--- src/rtl/trisc_pkg.sv ---
// Shared types for the trisc accumulator core: opcodes, FSM states, ALU ops, flag indices.
// Status state codes fold EXEC and MEMOP onto one reported value.
package trisc_pkg;

    typedef enum logic [3:0] {
        OP_NOP = 4'h0,
        OP_LDI = 4'h1,
        OP_LDA = 4'h2,
        OP_STA = 4'h3,
        OP_ADD = 4'h4,
        OP_SUB = 4'h5,
        OP_AND = 4'h6,
        OP_OR  = 4'h7,
        OP_JMP = 4'h8,
        OP_JZ  = 4'h9,
        OP_JC  = 4'hA,
        OP_INC = 4'hB,
        OP_CLR = 4'hC,
        OP_OUT = 4'hD,
        OP_HLT = 4'hF
    } opcode_t;

    typedef enum logic [2:0] {
        ST_HALT,
        ST_FETCH,
        ST_DECODE,
        ST_EXEC,
        ST_MEMOP
    } state_t;

    typedef enum logic [2:0] {
        ALU_PASS,
        ALU_ADD,
        ALU_SUB,
        ALU_AND,
        ALU_OR,
        ALU_INC
    } alu_op_t;

    localparam int FLAG_Z = 0;
    localparam int FLAG_C = 1;
    localparam int FLAG_V = 2;

    localparam logic [1:0] CODE_HALT   = 2'd0;
    localparam logic [1:0] CODE_FETCH  = 2'd1;
    localparam logic [1:0] CODE_DECODE = 2'd2;
    localparam logic [1:0] CODE_EXEC   = 2'd3;

    function automatic logic [1:0] state_code(input state_t s);
        case (s)
            ST_HALT:   return CODE_HALT;
            ST_FETCH:  return CODE_FETCH;
            ST_DECODE: return CODE_DECODE;
            default:   return CODE_EXEC;
        endcase
    endfunction

endpackage

--- src/rtl/trisc_alu.sv ---
// Combinational ALU for the trisc core: add/sub/and/or/inc/pass with C, V, Z.
// Zero latency, no flow control; C on SUB is borrow (a < b).
module trisc_alu import trisc_pkg::*; #(
    parameter int DW = 4
) (
    input  alu_op_t       op,
    input  logic [DW-1:0] a,
    input  logic [DW-1:0] b,
    output logic [DW-1:0] result,
    output logic          c,
    output logic          v,
    output logic          z
);

    logic [DW:0] sum;

    always_comb begin
        sum    = '0;
        result = b;
        c      = 1'b0;
        v      = 1'b0;
        case (op)
            ALU_ADD: begin
                sum    = {1'b0, a} + {1'b0, b};
                result = sum[DW-1:0];
                c      = sum[DW];
                v      = (a[DW-1] == b[DW-1]) && (result[DW-1] != a[DW-1]);
            end
            ALU_SUB: begin
                // Top bit of the widened difference is the borrow.
                sum    = {1'b0, a} - {1'b0, b};
                result = sum[DW-1:0];
                c      = sum[DW];
                v      = (a[DW-1] != b[DW-1]) && (result[DW-1] != a[DW-1]);
            end
            ALU_INC: begin
                sum    = {1'b0, a} + (DW+1)'(1);
                result = sum[DW-1:0];
                c      = sum[DW];
                v      = !a[DW-1] && result[DW-1];
            end
            ALU_AND: result = a & b;
            ALU_OR:  result = a | b;
            default: result = b;
        endcase
        z = (result == '0);
    end

endmodule

--- src/rtl/trisc_core.sv ---
// Multi-cycle accumulator CPU: 3 cycles per register/branch op, 4 per memory-operand op.
// No backpressure; RAM is loaded through the prog_* port only while halted in program mode.
module trisc_core import trisc_pkg::*; #(
    parameter  int DW = 4,
    parameter  int AW = 4,
    localparam int IW = 4 + AW
) (
    input  logic          SysClock,
    input  logic          StartStop,
    input  logic          Mode,
    input  logic          Run,
    input  logic          ClearPC,
    input  logic          prog_we,
    input  logic [AW-1:0] prog_addr,
    input  logic [IW-1:0] prog_data,
    output logic [AW-1:0] pc,
    output logic [IW-1:0] ir,
    output logic [DW-1:0] acc,
    output logic [2:0]    flags,
    output logic [1:0]    state,
    output logic          halted,
    output logic [DW-1:0] out_data,
    output logic          out_valid
);

    state_t        cur, nxt;
    logic [IW-1:0] mem [2**AW];
    logic [IW-1:0] rdata;
    logic [AW-1:0] ram_addr;
    logic [IW-1:0] ram_wdata;
    logic          ram_we;

    opcode_t       op;
    logic [AW-1:0] operand;
    logic [DW-1:0] imm, m;
    alu_op_t       alu_op;
    logic [DW-1:0] alu_b, alu_res;
    logic          alu_c, alu_v, alu_z;

    assign op      = opcode_t'(ir[IW-1:AW]);
    assign operand = ir[AW-1:0];
    assign imm     = DW'(operand);
    assign m       = DW'(rdata);

    assign state  = state_code(cur);
    assign halted = (cur == ST_HALT);

    always_comb begin
        ram_addr  = pc;
        ram_wdata = prog_data;
        ram_we    = 1'b0;
        case (cur)
            ST_HALT: begin
                if (Mode) ram_addr = prog_addr;
                ram_we = Mode && prog_we;
            end
            ST_EXEC: begin
                ram_addr  = operand;
                ram_wdata = IW'(acc);
                ram_we    = (op == OP_STA);
            end
            default: ;
        endcase
        // A write in the reset cycle would be a partial commit.
        if (!StartStop) ram_we = 1'b0;
    end

    always_ff @(posedge SysClock) begin
        if (ram_we) mem[ram_addr] <= ram_wdata;
        rdata <= mem[ram_addr];
    end

    always_ff @(posedge SysClock) begin
        if (!StartStop) cur <= ST_HALT;
        else            cur <= nxt;
    end

    always_comb begin
        nxt = cur;
        case (cur)
            ST_HALT:   if (!Mode && Run && !ClearPC) nxt = ST_FETCH;
            ST_FETCH:  nxt = ST_DECODE;
            ST_DECODE: nxt = ST_EXEC;
            ST_EXEC: begin
                case (op)
                    OP_LDA, OP_ADD, OP_SUB, OP_AND, OP_OR: nxt = ST_MEMOP;
                    OP_HLT:  nxt = ST_HALT;
                    default: nxt = ST_FETCH;
                endcase
            end
            ST_MEMOP:  nxt = ST_FETCH;
            default:   nxt = ST_HALT;
        endcase
    end

    always_comb begin
        alu_op = ALU_PASS;
        case (op)
            OP_ADD:  alu_op = ALU_ADD;
            OP_SUB:  alu_op = ALU_SUB;
            OP_AND:  alu_op = ALU_AND;
            OP_OR:   alu_op = ALU_OR;
            OP_INC:  alu_op = ALU_INC;
            default: alu_op = ALU_PASS;
        endcase
    end

    assign alu_b = (cur == ST_MEMOP) ? m : imm;

    trisc_alu #(.DW(DW)) u_alu (
        .op     (alu_op),
        .a      (acc),
        .b      (alu_b),
        .result (alu_res),
        .c      (alu_c),
        .v      (alu_v),
        .z      (alu_z)
    );

    always_ff @(posedge SysClock) begin
        if (!StartStop) begin
            pc        <= '0;
            ir        <= '0;
            acc       <= '0;
            flags     <= '0;
            out_data  <= '0;
            out_valid <= 1'b0;
        end else begin
            out_valid <= 1'b0;
            case (cur)
                ST_HALT: if (ClearPC) pc <= '0;
                ST_DECODE: begin
                    ir <= rdata;
                    pc <= pc + AW'(1);
                end
                ST_EXEC: begin
                    case (op)
                        OP_LDI: begin
                            acc           <= alu_res;
                            flags[FLAG_Z] <= alu_z;
                        end
                        OP_INC: begin
                            acc           <= alu_res;
                            flags[FLAG_Z] <= alu_z;
                            flags[FLAG_C] <= alu_c;
                            flags[FLAG_V] <= alu_v;
                        end
                        OP_CLR: begin
                            acc           <= '0;
                            flags[FLAG_Z] <= 1'b1;
                            flags[FLAG_C] <= 1'b0;
                            flags[FLAG_V] <= 1'b0;
                        end
                        OP_OUT: begin
                            out_data  <= acc;
                            out_valid <= 1'b1;
                        end
                        OP_JMP: pc <= operand;
                        OP_JZ:  if (flags[FLAG_Z]) pc <= operand;
                        OP_JC:  if (flags[FLAG_C]) pc <= operand;
                        default: ;
                    endcase
                end
                ST_MEMOP: begin
                    case (op)
                        OP_LDA, OP_AND, OP_OR: begin
                            acc           <= alu_res;
                            flags[FLAG_Z] <= alu_z;
                        end
                        OP_ADD, OP_SUB: begin
                            acc           <= alu_res;
                            flags[FLAG_Z] <= alu_z;
                            flags[FLAG_C] <= alu_c;
                            flags[FLAG_V] <= alu_v;
                        end
                        default: ;
                    endcase
                end
                default: ;
            endcase
        end
    end

endmodule

--- config.mk ---
export PLATFORM = sky130hd
export DESIGN_NAME = trisc_core
export DESIGN_NICKNAME = d
export VERILOG_FILES = /design/src/rtl/trisc_pkg.sv /design/src/rtl/trisc_alu.sv /design/src/rtl/trisc_core.sv
export SDC_FILE = /design/constraint.sdc
export NUM_CORES = 1
export LEC_CHECK = 0
export BUFFER_PORTS_ARGS = -buffer_cell sky130_fd_sc_hd__clkbuf_2
export CAP_MARGIN = 20
export CORE_UTILIZATION = 45
export CTS_CLUSTER_DIAMETER = 80
export DETAILED_ROUTE_END_ITERATION = 10
export GPL_TIMING_DRIVEN = 1
export HOLD_SLACK_MARGIN = 0.05
export REMOVE_ABC_BUFFERS = 1
export SLEW_MARGIN = 20
export SYNTH_ARGS = -nofsm -noshare
export SYNTH_HDL_FRONTEND = slang
export SYNTH_SLANG_ARGS = --single-unit
--- constraint.sdc ---
create_clock -name SysClock -period 3 [get_ports SysClock]
set_input_delay 0.6 -clock SysClock [delete_from_list [all_inputs] [get_ports SysClock]]
set_output_delay 0.6 -clock SysClock [all_outputs]
set_load 0.01 [all_outputs]
* Yosys cells after proc, flatten, opt, wreduce, memory -nomap -nowiden *
Memories as Yosys holds them, arrays and structs flattened. A register that Yosys moved wholly into a read port is not among the register bits.
Cells that the tools add are included.

storage, ports and cells
  register bits = 27
  bits in writable memories = 128
  input bits = 18
  output and inout port bits = 27
  word-level logic and storage cells = 102
  memories kept = 1

memory list
  memory  words  bits a word  read ports  clocked after memory_dff  write ports  line              RTL
  mem     16     8            1           1                         1            trisc_core.sv:27  logic [IW-1:0] mem [2**AW];

operators by class
  $add $sub $neg = 4
  equal/unequal tests = 36
  muxes and demuxes = 30
  bitwise logic cells = 2
  reduce and logical (&&, ||, !) cells = 21

operators by type and width
  cell                                                              number
  3-bit case mux with 5 select lines                                2
  4-bit == test (second input constant)                             7
  4-bit 2-to-1 mux                                                  6
  4-bit case mux with 2 select lines                                3
  4-bit case mux with 3 select lines                                2
  4-bit case mux with 5 select lines                                1
  4-bit by 3-bit == test with 1-bit output (second input constant)  4
  3-bit by 2-bit == test with 1-bit output (second input constant)  4
  3-bit case mux with 2 select lines                                2
  3-bit == test (second input constant)                             3
  4-bit by 2-bit == test with 1-bit output (second input constant)  2
  8-bit 2-to-1 mux                                                  1
  3-bit by 1-bit == test with 1-bit output (second input constant)  2
  1-bit logical AND                                                 6
  3-bit != test (second input constant)                             2
  1-bit case mux with 3 select lines                                2
  2-bit case mux with 3 select lines                                1
  3-bit AND reduction                                               2
  4-bit by 1-bit adder with 5-bit output (second input constant)    1
  4-bit by 4-bit adder with 5-bit output                            1
  1-bit 2-to-1 mux                                                  5
  5-bit AND reduction                                               1
  5-bit OR reduction                                                1
  4-bit by 4-bit subtractor with 5-bit output                       1
  22 further kinds                                                  31

* Logic depth before layout (Yosys ltp) *
  depth in word-level cells = 8
  gate-level depth with buffers = 11
  mapped depth without buffers = 10

* Modules after synthesis *
A second synthesis with hierarchy kept.

unflattened totals
  cells, all modules = 620
  area, all modules = 7598.5 µm²

by module, submodules not included
  module      times used  cells each  area each (µm²)  seq. area each (µm²)
  trisc_core  1           521         6835.3           4544.4
  trisc_alu   1           99          763.2            0.0

* Worst setup path after synthesis *
Ideal clock, no wire load.

  path type = register -> register
  start = register cur[0]
  end = register flags[0]
  library setup time = 0.060 ns
  arrival = 2.828 ns
  required time = 2.940 ns
  setup slack = 0.112 ns
  stages on the path, launching flop included = 11
  buffers on the path = 1
  clock period less this slack = 2.888 ns
  cell sequence = dfxtp_1 -> buf_6 -> nor3b_2 -> mux2_2 -> ha_1 -> fa_1 -> xor2_1 -> a221oi_1 -> a22oi_1 -> o31ai_1 -> o2111a_1

between the ends
  cells in the longest elaborated chain, start to end = 7
  elaborated cells on any way between the ends = 16
  those cells by class = add/sub: 2; eq/ne: 4; mux: 5; bitwise: 2; reduce/logical: 3

RTL lines
  item                                                                           line                                  RTL
  start, declared                                                                trisc_core.sv:26                      state_t cur, nxt;
  start signal, assigned                                                         trisc_core.sv:75                      else cur <= nxt;
  3-bit == test                                                                  trisc_core.sv:108, trisc_core.sv:130
  4-bit 2-to-1 mux                                                               trisc_core.sv:108                     assign alu_b = (cur == ST_MEMOP) ? m : imm;
  4-bit by 4-bit subtractor with 5-bit output, or another cell as far along      trisc_alu.sv:31                       sum = {1'b0, a} - {1'b0, b};
  4-bit case mux with 5 select lines                                             trisc_alu.sv:22                       case (op)
  4-bit zero test                                                                trisc_alu.sv:46                       z = (result == '0);
  1-bit case mux with 2 select lines / 1-bit 2-to-1 mux (equally long branches)  trisc_core.sv:137, trisc_core.sv:165
  3-bit case mux with 2 select lines                                             trisc_core.sv:130                     case (cur)
  end signal, assigned by index                                                  trisc_core.sv:140                     flags[FLAG_Z] <= alu_z;
  end signal, assigned by index                                                  trisc_core.sv:144                     flags[FLAG_Z] <= alu_z;
  end signal, assigned by index                                                  trisc_core.sv:145                     flags[FLAG_C] <= alu_c;
  end, declared                                                                  trisc_core.sv:19                      output logic [2:0] flags,

Parallel ways exist; a longest one is shown, timed or not. The select of a mux whose other input is x is not followed.
A chain may end at the register's enable or synchronous reset.

* Final worst setup path *
  start = register cur[2]
  end = register flags[0]

Same word-level chain as after synthesis.

==> metrics.txt <==
Core ar.=~0.016 mm^2; final hold violation count=0; Initial DRT Pass Iterations=5; post-synth top area cell=edfxtp_1; FMAX=about 360 MHz; Mapped Cells=573; hold depth=2; Layout area overhead=18.09%; Final Worst Setup Slack=roughly 250 ps; Final period util=0.9158; CTS tree=built; Final Wtd Congestion=a little under 0.9; Slew headroom=0.4245; vias in the first global route=~5.2k; die area=approximately 0.017 mm^2; Synth cell types=70; FF-to-FF path depth=9; crit path DAT=roughly 3100 ps; Synth top cells by count=128 x edfxtp_1, 47 x nand2_1, 42 x nor2_1; net total in the final layout=approximately 700; Syn Area/Cell=approximately 13 um^2; CP required=3370 ps; Die Height=between 100 and 150 um; ys flop type=edfxtp_1; gr ovfl total=0; crit path kind=reg -> reg; clock skew=around 11 ps; Setup WS pre-CTS=178.7 ps; initial core utilization=0.4673; Routed WL=18,620 um; Hold Slack=roughly 440 ps; Post-Route Setup TNS=0 ps; placed cell areas=approximately 0.0082 mm^2; synth warn=0; Pwr Total=6054 uW; Setup-failing EPs final=0; wire per inst=around 21 um; H-tree depth=4; most frequent cell after synthesis=edfxtp_1; worst-margin pin slew=roughly 860 ps; post-synthesis async set-or-reset flop share=0; HPWL after DPL=13,090 um; Post-DRT Antenna Nets=0; n_diodes=0; clk slew on worst S/H paths=70 ps; input/output buffers=44; Via density=5.805; fin area=slightly below 0.009 mm^2; DRT iter0 DRCs=408; residual DRC count=0; dominant cells by area after synthesis=edfxtp_1 51%, dfxtp_1 9.3%, mux4_2 3.6%; pwr/cell area=between 600 and 700 mW/mm^2; root buf cell=clkbuf_16; CTS Sinks=about 160; post-synthesis sequential area ratio=0.6034; first-pass GRT wire length=roughly 30,000 um; largest net degree at the start of global routing=27; Synth Cell Area=about 0.0075 mm^2; flops & latches, synth=between 150 and 200; critical path endpoint category=flop; Worst VDD drop=approximately 450 uV; worst min-delay path category=reg -> reg; max_cap viols=0; clk_lat worst skew=~430 ps; min cycle time layout=roughly 2700 ps; via count=5,155; IO Pins=45; Synth top area share=0.5104; status=complete, no violations; Setup Buffers After CTS=0; CTS buffer count=17; Max Transition Viols Final=0; RSZ-0062 raised after global routing=false; number of synthesized flops with an enable pin=128; fraction of layout cells with a size suffix above 1=0.2426; Worst Path Max Fanout=4; startpoint types=flop; CTS Buffer Depth=2; DIE WIDTH=131.4 um; Rows=between 40 and 50; leakage power=between 0.003 and 0.004 uW; total track usage=0.2251; fillcell total=approximately 1.3k; initial antenna violation count=0
-- sequential cells by signal, summed over array words and instances (netlist names) --
signal,flops
out_data,4
rdata,8
ir,8
out_valid,1
acc,4
cur,3
mem,128
flags,3
pc,4
-- per-stage QoR --
step	utilization	cells
3_5_place_dp	0.5114	856
6_report	0.5519	888
3_3_place_gp	0.5114	856
4_1_cts	0.5512	888
2_1_floorplan	-	547
5_1_grt	0.5519	888
-- worst max-delay path: stages (launching register included) --
cell and delay, ps:
dfxtp_1 340, nor3b_4 230, mux2_2 400, ha_1 220, fa_1 410, xor2_1 180
a221oi_1 290, a22oi_1 150, o31ai_1 260, o2111a_1 210
-- area by class of cell --
type                    count  area (um^2)  area share
well taps                 216        270.3     0.03039
inverters                  22        82.58    0.009285
clock buffers              18        429.2     0.04826
multi-input cells         362         2754      0.3097
repair buffers             93        600.6     0.06753
flip-flops and latches    163         4544      0.5110
clock inverters            14        212.7     0.02392
-- logic make-up after synthesis --
kind of cell,Yosys count,synth area share
buffers and inverters,48,0.03223
AND/OR/NAND/NOR,171,0.1176
multiplexers,46,0.08805
AO/OA/AOI/OAI,120,0.1191
XOR/XNOR,8,0.009303
adder cells (fa/ha/maj),17,0.03024
flip-flops,163,0.6034
-- routing by layer --
layer  up-vias  global-route usage  part of all wire
li1       2373                   -                 -
met1      2584              0.3105              0.46
met2       172              0.3614              0.48
met3        26             0.03665             0.045
met4         0             0.07752             0.017
met5         -                   0                 0
-- repair_timing --
item                       in CTS  in global routing
gates resized for setup         0                  1
setup endpoints to repair       0                  1
hold buffers                    0                  0
-- power by group --
| part | leakage (uW) | total, uW | internal [uW] | switching (uW) |
|---|---|---|---|---|
| sequential | 0.00144 | 2630 | 2540 | 90.9 |
| combinational | 0.00148 | 1050 | 420 | 630 |
| clock | 0.000316 | 2370 | 1430 | 943 |
-- final timing paths --
path            start        to  slack, ps
max            cur[2]  flags[0]        250
min          rdata[6]     ir[6]        440
max reg2reg    cur[2]  flags[0]        250
min reg2reg  rdata[6]     ir[6]        440
-- cell usage in the layout, fill, tap and decap left out, drive strengths merged, types with 18 or more instances in the layout --
cell type,synthesis,final
a22oi,20,20
nand2,47,47
edfxtp,128,128
o21ai,18,18
nor2,43,43
buf,13,49
nor3,18,18
clkbuf,13,62
a21oi,25,25
inv,22,31
dfxtp,35,35
No activity file was read; power rests on OpenSTA's default activity.
